--- config.mk ---
export PLATFORM = sky130hd
export DESIGN_NAME = alu
export DESIGN_NICKNAME = d
export VERILOG_FILES = /design/src/rtl/alu.sv
export SDC_FILE = /design/constraint.sdc
export NUM_CORES = 1
export LEC_CHECK = 0
export ABC_CLOCK_PERIOD_IN_PS = 8650
export CORE_MARGIN = 2
export CORE_UTILIZATION = 48
export CTS_CLUSTER_DIAMETER = 40
export DETAILED_ROUTE_END_ITERATION = 8
export DONT_BUFFER_PORTS = 1
export GPL_TIMING_DRIVEN = 0
export PLACE_DENSITY = 0.64
export SKIP_LAST_GASP = 1
export SYNTH_ARGS = -nofsm -noshare
export SYNTH_HDL_FRONTEND = slang
export SYNTH_SLANG_ARGS = --single-unit
export TNS_END_PERCENT = 100
--- constraint.sdc ---
create_clock -name clk -period 8.65 [get_ports clk]
set_input_delay 1.73 -clock clk [delete_from_list [all_inputs] [get_ports clk]]
set_output_delay 1.73 -clock clk [all_outputs]
set_load 0.05 [all_outputs]
--- src/rtl/alu.sv ---
// rtl/alu.sv - 4-bit, 16-function ALU with a registered 8-bit result
module alu (
   input  logic       clk,
   input  logic       rst_n,
   input  logic [3:0] A,
   input  logic [3:0] B,
   input  logic [3:0] S,
   output logic [7:0] OUT
);

   localparam logic [3:0] OP_ADD  = 4'b0000;
   localparam logic [3:0] OP_SUB  = 4'b0001;
   localparam logic [3:0] OP_MUL  = 4'b0010;
   localparam logic [3:0] OP_DIV  = 4'b0011;
   localparam logic [3:0] OP_MOD  = 4'b0100;
   localparam logic [3:0] OP_AND  = 4'b0101;
   localparam logic [3:0] OP_OR   = 4'b0110;
   localparam logic [3:0] OP_XOR  = 4'b0111;
   localparam logic [3:0] OP_NAND = 4'b1000;
   localparam logic [3:0] OP_NOR  = 4'b1001;
   localparam logic [3:0] OP_XNOR = 4'b1010;
   localparam logic [3:0] OP_NOT  = 4'b1011;
   localparam logic [3:0] OP_SHL  = 4'b1100;
   localparam logic [3:0] OP_SHR  = 4'b1101;
   localparam logic [3:0] OP_CMP  = 4'b1110;
   localparam logic [3:0] OP_INC  = 4'b1111;

   logic [7:0] a_ext;
   logic [7:0] b_ext;
   logic [3:0] divisor;
   logic [3:0] quot;
   logic [3:0] rem;
   logic [7:0] result;

   assign a_ext = {4'b0000, A};
   assign b_ext = {4'b0000, B};

   // Divider never sees zero; the B==0 cases are overridden in the mux below.
   assign divisor = (B == 4'd0) ? 4'd1 : B;
   assign quot    = A / divisor;
   assign rem     = A % divisor;

   always_comb begin
      result = 8'h00;
      case (S)
         OP_ADD:  result = a_ext + b_ext;
         OP_SUB:  result = a_ext - b_ext;
         OP_MUL:  result = a_ext * b_ext;
         OP_DIV:  result = (B == 4'd0) ? 8'hFF : {4'b0000, quot};
         OP_MOD:  result = (B == 4'd0) ? a_ext : {4'b0000, rem};
         OP_AND:  result = {4'b0000, A & B};
         OP_OR:   result = {4'b0000, A | B};
         OP_XOR:  result = {4'b0000, A ^ B};
         OP_NAND: result = {4'b0000, ~(A & B)};
         OP_NOR:  result = {4'b0000, ~(A | B)};
         OP_XNOR: result = {4'b0000, ~(A ^ B)};
         OP_NOT:  result = {4'b0000, ~A};
         OP_SHL:  result = {3'b000, A, 1'b0};
         OP_SHR:  result = {5'b00000, A[3:1]};
         OP_CMP:  result = {5'b00000, (A > B), (A == B), (A < B)};
         OP_INC:  result = a_ext + 8'd1;
         default: result = 8'h00;
      endcase
   end

   always_ff @(posedge clk) begin
      if (!rst_n) begin
         OUT <= 8'h00;
      end else begin
         OUT <= result;
      end
   end

endmodule

==> results of run 1 <==
-- routing by layer --
layer,GRT usage,vias to the layer above,part of all wire,wire length [µm]
li1,-,1214,-,-
met1,0.404,1187,0.46,3510
met2,0.439,131,0.43,3270
met3,0.0375,24,0.084,647
met4,0.121,0,0.031,236
met5,0,-,0,0
-- power by group through the flow --
stage | logic (µW) | registers, µW | clock network (µW)
after floorplan | 108 | 51.8 | 0
after global placement | 136 | 52.1 | 0
after detailed placement | 138 | 52.2 | 0
after CTS | 138 | 51.5 | 46.6
after global routing | 157 | 51.7 | 47.4
final | 142 | 51.4 | 47.7
-- worst max-delay path by stage --
stage	endpoint	slack (ps)	cells past startpoint
after floorplan	OUT[1]$_SDFF_PN0_	3440	16
after global placement	OUT[2]$_SDFF_PN0_	2630	17
after detailed placement	OUT[2]$_SDFF_PN0_	2630	17
after CTS	OUT[2]$_SDFF_PN0_	2880	17
after global routing	OUT[2]$_SDFF_PN0_	2490	17
final	OUT[2]$_SDFF_PN0_	2800	17
-- through the flow --
stage | hold slack, ps | utilization
after detailed placement | 1940 | 0.521
after floorplan | 1870 | -
after global routing | 1720 | 0.530
after CTS | 1710 | 0.530
after global placement | 1940 | 0.521
final | 1720 | 0.530
-- layout make-up --
class,count,area (µm²)
buffer,23,109
inverter,33,124
tap,67,83.8
fill,477,2250
multi-input combinational,265,2020
sequential,8,160
clock buffer,3,41.3
-- worst max-delay path, cell delays in order --
cell,delay [ps]
clkbuf_1,420
inv_1,220
ha_1,400
a2bb2oi_1,180
a21oi_1,80
nor3_1,390
ha_1,360
a21oi_1,160
nor2_1,90
o21ai_0,500
inv_1,100
ha_1,300
a21boi_1,80
o21ai_2,290
a31oi_1,140
o41ai_1,420
a31oi_1,90
-- synth_stat cells, drive strengths merged (6+ instances only) --
master	n	area, µm²
ha	36	450
inv	33	124
a21oi	21	105
nand2	20	75.1
o21ai	20	108
nor2	19	71.3
clkbuf	12	45.0
nor2b	12	75.1
buf	11	63.8
dfxtp	8	160
nand3	8	40.0
a31oi	7	43.8
fa	7	140
nor3	7	40.0
nand2b	6	37.5
nor3b	6	45.0
nor4	6	37.5
-- cells by family (layout without fill, tap and decap cells) --
logic type,Yosys count,count (layout)
and+or+nand+nor,113,113
AOI/OAI and AO/OA,96,96
buffers and inverters,56,59
adders and majority gates,43,43
DFF,8,8
muxes,7,7
xor gates and xnor gates,6,6
==> summary.md, run 1 <==
| Metric | Value |
|---|---|
| Run status | finished clean |
| Adder-Cell Fraction of Synth Area | 0.245 |
| Initial Utilization | 0.504 |
| Ys async rst share | 0 |
| Max-cap violations | 0 |
| N_diodes | 0 |
| Critical path class | in -> reg |
| Post-synthesis compound-gate area fraction | 0.269 |
| Setup violators final | 0 |
| Proportion of power drawn by the clock network | 0.198 |
| VDD IR-drop max | 0.0000331 V |
| Die area | 0.00560 mm² |
| Sequential Power Share | 0.213 |
| Synth Cell Area | 0.00241 mm² |
| Via count | 2,556 |
| Mux cell area share after synthesis | 0.0306 |
| Setup crit end kind | flop |
| Synthesis Warnings | 0 |
| P_sw | 114 µW |
| P per Cell Area | 95.0 mW/mm² |
| Post-CTS Setup Inserts | 0 |
| Worst hold path type | in -> reg |
| Seq/Total Area, Yosys | 0.0665 |
| First DRT Iteration DRCs | 299 |
| Cell Area, Placed | 0.00249 mm² |
| Post-synth EDFFs | 0 |
| Total track usage | 0.287 |
| RSZ-0062 raised after global routing | no |
| Final worst-path setup slack | 2800 ps |
| # IOs | 22 |
| Launch point of the worst path | B[1] |
| Commonest cells after routing, fill and taps aside | ha_1 (36), inv_1 (31), a21oi_1 (21) |
| CTS resizes | 0 |
| Num CTS Buffers | 3 |
| Die Width | 74.9 µm |
| Max Clk Rate | 0.171 GHz |
| Wire per inst | 19.2 µm |
| CTS H-tree depth | 1 |
| Final instance count without filler cells | 399 |
| Layout cell share with drive strength beyond 1 | 0.0542 |
| Placed insts | 396 |
| Slew headroom | 0.201 |
| Clock slew at reported path FFs | 50 ps |
| Worst Path Required | 8750 ps |
| Vias in the first global route | 2,403 |
| Top FF cell, synth | dfxtp_1 |
| Comb pwr share | 0.589 |
| CTS max path bufs | 2 |
| Count of cell types in the netlist | 67 |
| Sw Ratio | 0.473 |
| Xor-xnor portion of the synthesized cell area | 0.0218 |
| Pre-CTS setup slack | 2630 ps |
| Hold_buf cts | 0 |
| Worst Hold Path Cells | 2 |
| Std-Cell Rows | 25 |
| Sink Count | 8 |
| Max reg flops | 8 |
| Min cycle time layout | 5850 ps |
| WL final | 7.66 mm |
| Static leakage | 0.00109 µW |
| Final non-filler cell area | 0.00253 mm² |
| Worst endpoint data arrival time | 5950 ps |
| Post-synthesis simple-gate area fraction | 0.271 |
| Final Hold Vio Count | 0 |
| Mapped Avg Cell Area | 7.32 µm² |
| TritonCTS clock tree | done |
| Tightest Pin Transition | 1190 ps |
| First-pass GRT wire length | 12.1 mm |
| Area added between synthesis and finish | 5.19% |
| Fin crit share | 0.676 |
| Top Registers | OUT: 8 flops |
| Pint | 127 µW |
| Syn Nets | 386 |
| GPL Wtd Cong | 0.929 |
| Worst min-delay path startpoint | rst_n |
| Crit path max fanout | 10 |
| Biggest register | OUT |
| Max Slew Vio Count | 0 |
| Largest family of logic cells by synthesized area | simple AND/OR/NAND/NOR gates |
| Grt total ovfl | 0 |
| IO buf count | 0 |
| Largest net degree at the start of global routing | 11 |
| CTS root buf | clkbuf_8 |
| Final setup TNS | 0 ps |
| Power, Total | 241 µW |
| Setup crit start kind | input port |
| Antenna-violating nets left | 0 |
| Post-DP HPWL | 5.81 mm |
| Via density | 6.41 |
| Drt pass-1 iters | 5 |
| Most common cell after layout, fill and taps aside | ha_1 |
| Core area | 0.00479 mm² |
| Initial antenna violation count | 0 |
| DRC Markers | 0 |
| Final #Nets | 391 |
| DIE HEIGHT | 74.9 µm |
| Mapped Cells | 329 |
| Number of synthesized register bits | 8 |
| Hold path endpoint | OUT[4]$_SDFF_PN0_ |
Power figures use the tool's default switching activity.
==> run 2: changes to the inputs <==
Settings changed: ABC_CLOCK_PERIOD_IN_PS 8650 to 5800.
Clock period 8.65 ns to 5.8 ns, I/O delays scaled along.
==> results of run 2 <==
The final DEF is identical to that of run 1. Status: finished clean.
Main changes from that run: setup slack after placement 2630 ps -> 349 ps; setup slack after layout 2800 ps -> 524 ps; hold slack 1720 ps -> 1150 ps; total power 241 µW -> 359 µW; worst IR drop on VDD 0.0000331 V -> 0.0000494 V
==> run 3: changes to the inputs <==
Settings changed: CAP_MARGIN set to 40, CTS_CLUSTER_DIAMETER 40 to 150, DONT_BUFFER_PORTS 1 to unset, PLACE_DENSITY 0.64 to 0.69.
==> run 3 against run 2 <==
Compared with the run above:
- via count grew 2.7%
- largest power group unchanged
- total power rose by 6.7%
- sequential power fell by 21%
- core utilization is 5.2 points higher
- final cell count is 5.3% higher
- setup slack worse by 230 ps
- critical path type unchanged
==> summary.md, run 3 (synthesized netlist as in run 1, its figures left out) <==
| Metric | Value |
|---|---|
| Wire per inst | 17.3 µm (-9.9%) |
| Total track usage | 0.271 (-0.0155) |
| Max-cap violations | 0 (unchanged) |
| Die area | 0.00560 mm² (unchanged) |
| Max Slew Vio Count | 0 (unchanged) |
| Largest net degree at the start of global routing | 11 (unchanged) |
| Grt total ovfl | 0 (unchanged) |
| WL final | 7.26 mm (-5.2%) |
| DRC Markers | 0 (unchanged) |
| Layout cell share with drive strength beyond 1 | 0.0652 (+0.0109) |
| Post-CTS Setup Inserts | 0 (unchanged) |
| Tightest Pin Transition | 833 ps (-355 ps) |
| CTS root buf | clkbuf_8 |
| Slew headroom | 0.440 (+0.239) |
| Max reg flops | 8 (unchanged) |
| Worst Path Required | 5900 ps |
| First-pass GRT wire length | 11.7 mm (-3.4%) |
| Static leakage | 0.00118 µW (+8.4%) |
| Cell Area, Placed | 0.00270 mm² (+8.4%) |
| GPL Wtd Cong | 0.919 (-1.1%) |
| Top Registers | OUT: 8 flops |
| Final Hold Vio Count | 0 (unchanged) |
| Antenna-violating nets left | 0 (unchanged) |
| Sink Count | 8 (unchanged) |
| CTS H-tree depth | 1 (unchanged) |
| Worst min-delay path startpoint | rst_n |
| Setup violators final | 0 (unchanged) |
| P per Cell Area | 138 mW/mm² |
| Final worst-path setup slack | 292 ps |
| # IOs | 22 (unchanged) |
| Max Clk Rate | 0.182 GHz |
| Via density | 6.25 (-2.4%) |
| Clock slew at reported path FFs | 40 ps (about the same) |
| Core area | 0.00479 mm² (unchanged) |
| TritonCTS clock tree | done |
| Die Width | 74.9 µm (unchanged) |
| Drt pass-1 iters | 5 (unchanged) |
| Worst hold path type | in -> reg |
| Post-DP HPWL | 5.69 mm (-2.0%) |
| Commonest cells after routing, fill and taps aside | ha_1 (36), inv_1 (31), a21oi_1 (21), clkdlybuf4s50_1 (21), nand2_1 (20) |
| Area of the multi-input gates | 0.00205 mm² (+1.4%) |
| Vias in the first global route | 2,390 (-0.54%) |
| Power, Total | 383 µW |
| Initial antenna violation count | 0 (unchanged) |
| N_diodes | 0 (unchanged) |
| Pre-CTS setup slack | -246 ps |
| Area added between synthesis and finish | 15.4% |
| Initial Utilization | 0.504 (unchanged) |
| Biggest register | OUT |
| Run status | finished clean |
| Num CTS Buffers | 3 (unchanged) |
| Critical path class | in -> reg |
| RSZ-0062 raised after global routing | no |
| Crit path max fanout | 10 (unchanged) |
| Hold_buf cts | 0 (unchanged) |
| VDD IR-drop max | 0.0000484 V |
| Most common cell after layout, fill and taps aside | ha_1 |
| Final #Nets | 412 (+5.4%) |
| Sequential Area | 160 µm² (unchanged) |
| Setup crit start kind | input port |
| Final non-filler cell area | 0.00278 mm² (+9.7%) |
| CTS max path bufs | 2 (unchanged) |
| Std-Cell Rows | 25 (unchanged) |
| Min cycle time layout | 5510 ps |
| Worst Hold Path Cells | 3 (+1) |
| Hold path endpoint | OUT[5]$_SDFF_PN0_ |
| First DRT Iteration DRCs | 340 (+14%) |
| Fillers | 472 (-1.0%) |
| IO buf count | 21 (+21) |
| Worst endpoint data arrival time | 5610 ps |
| Fin crit share | 0.950 |
| Setup crit end kind | flop |
| DIE HEIGHT | 74.9 µm (unchanged) |
| Via count | 2,626 (+2.7%) |
==> run 3: cell type report <==
cell class	count	share of cell area
timing repair buffer	21	0.0756
multi-input combinational	265	0.735
clock buffer	3	0.0148
tap	67	0.0301
sequential	8	0.0576
buffer	23	0.0418
inverter	33	0.0445
==> run 3: worst max-delay path by stage <==
stage / start / endpoint / slack, ps / cells past startpoint
floorplan: B[3] / OUT[1]$_SDFF_PN0_ / 1160 / 16
global placement: A[3] / OUT[2]$_SDFF_PN0_ / -190 / 18
detailed placement: B[1] / OUT[2]$_SDFF_PN0_ / -250 / 18
CTS: B[3] / OUT[2]$_SDFF_PN0_ / 130 / 19
global route: B[1] / OUT[3]$_SDFF_PN0_ / 6 / 19
finish: B[1] / OUT[2]$_SDFF_PN0_ / 290 / 18
==> run 3: timing repair <==
| action | CTS | global route |
|---|---|---|
| gates resized for setup | 2 | 11 |
| setup endpoints to repair | 1 | 4 |
| gates cloned | 0 | 0 |
==> run 3: stage by stage <==
step,util,TNS (ps),cells,hold WS [ps]
floorplan,-,0,329,1300
global placement,0.565,-601,417,1970
detailed placement,0.565,-693,417,1970
CTS,0.574,0,420,1730
global route,0.581,0,420,1770
finish,0.581,0,420,1750
==> run 3: power by group <==
| group | switching, µW | internal [µW] | total (µW) | leakage [µW] |
|---|---|---|---|---|
| clock network | 24.7 | 45.2 | 69.9 | 0.0000216 |
| registers | 0.884 | 59.6 | 60.5 | 0.0000657 |
| logic | 152 | 101 | 253 | 0.00110 |
| total | 177 | 206 | 383 | 0.00118 |
==> run 3: layer usage <==
metal,wire [µm],vias to the layer above,track usage
li1,-,1259,-
met1,3350,1206,0.389
met2,3120,144,0.421
met3,602,17,0.0321
met4,182,0,0.0893
met5,0,-,0
==> run 3: critical path, cell delays in order <==
cell and delay (ps):
clkdlybuf4s50_1 670, clkbuf_4 290, inv_1 130, ha_1 380
nor2_1 60, o31ai_1 220, o31ai_1 160, ha_1 410
inv_1 60, o31ai_1 290, xor2_1 130, a22o_1 250
ha_1 310, a21oi_1 260, o21ai_4 140, nand2b_1 200
nor4_1 370, a31oi_1 120
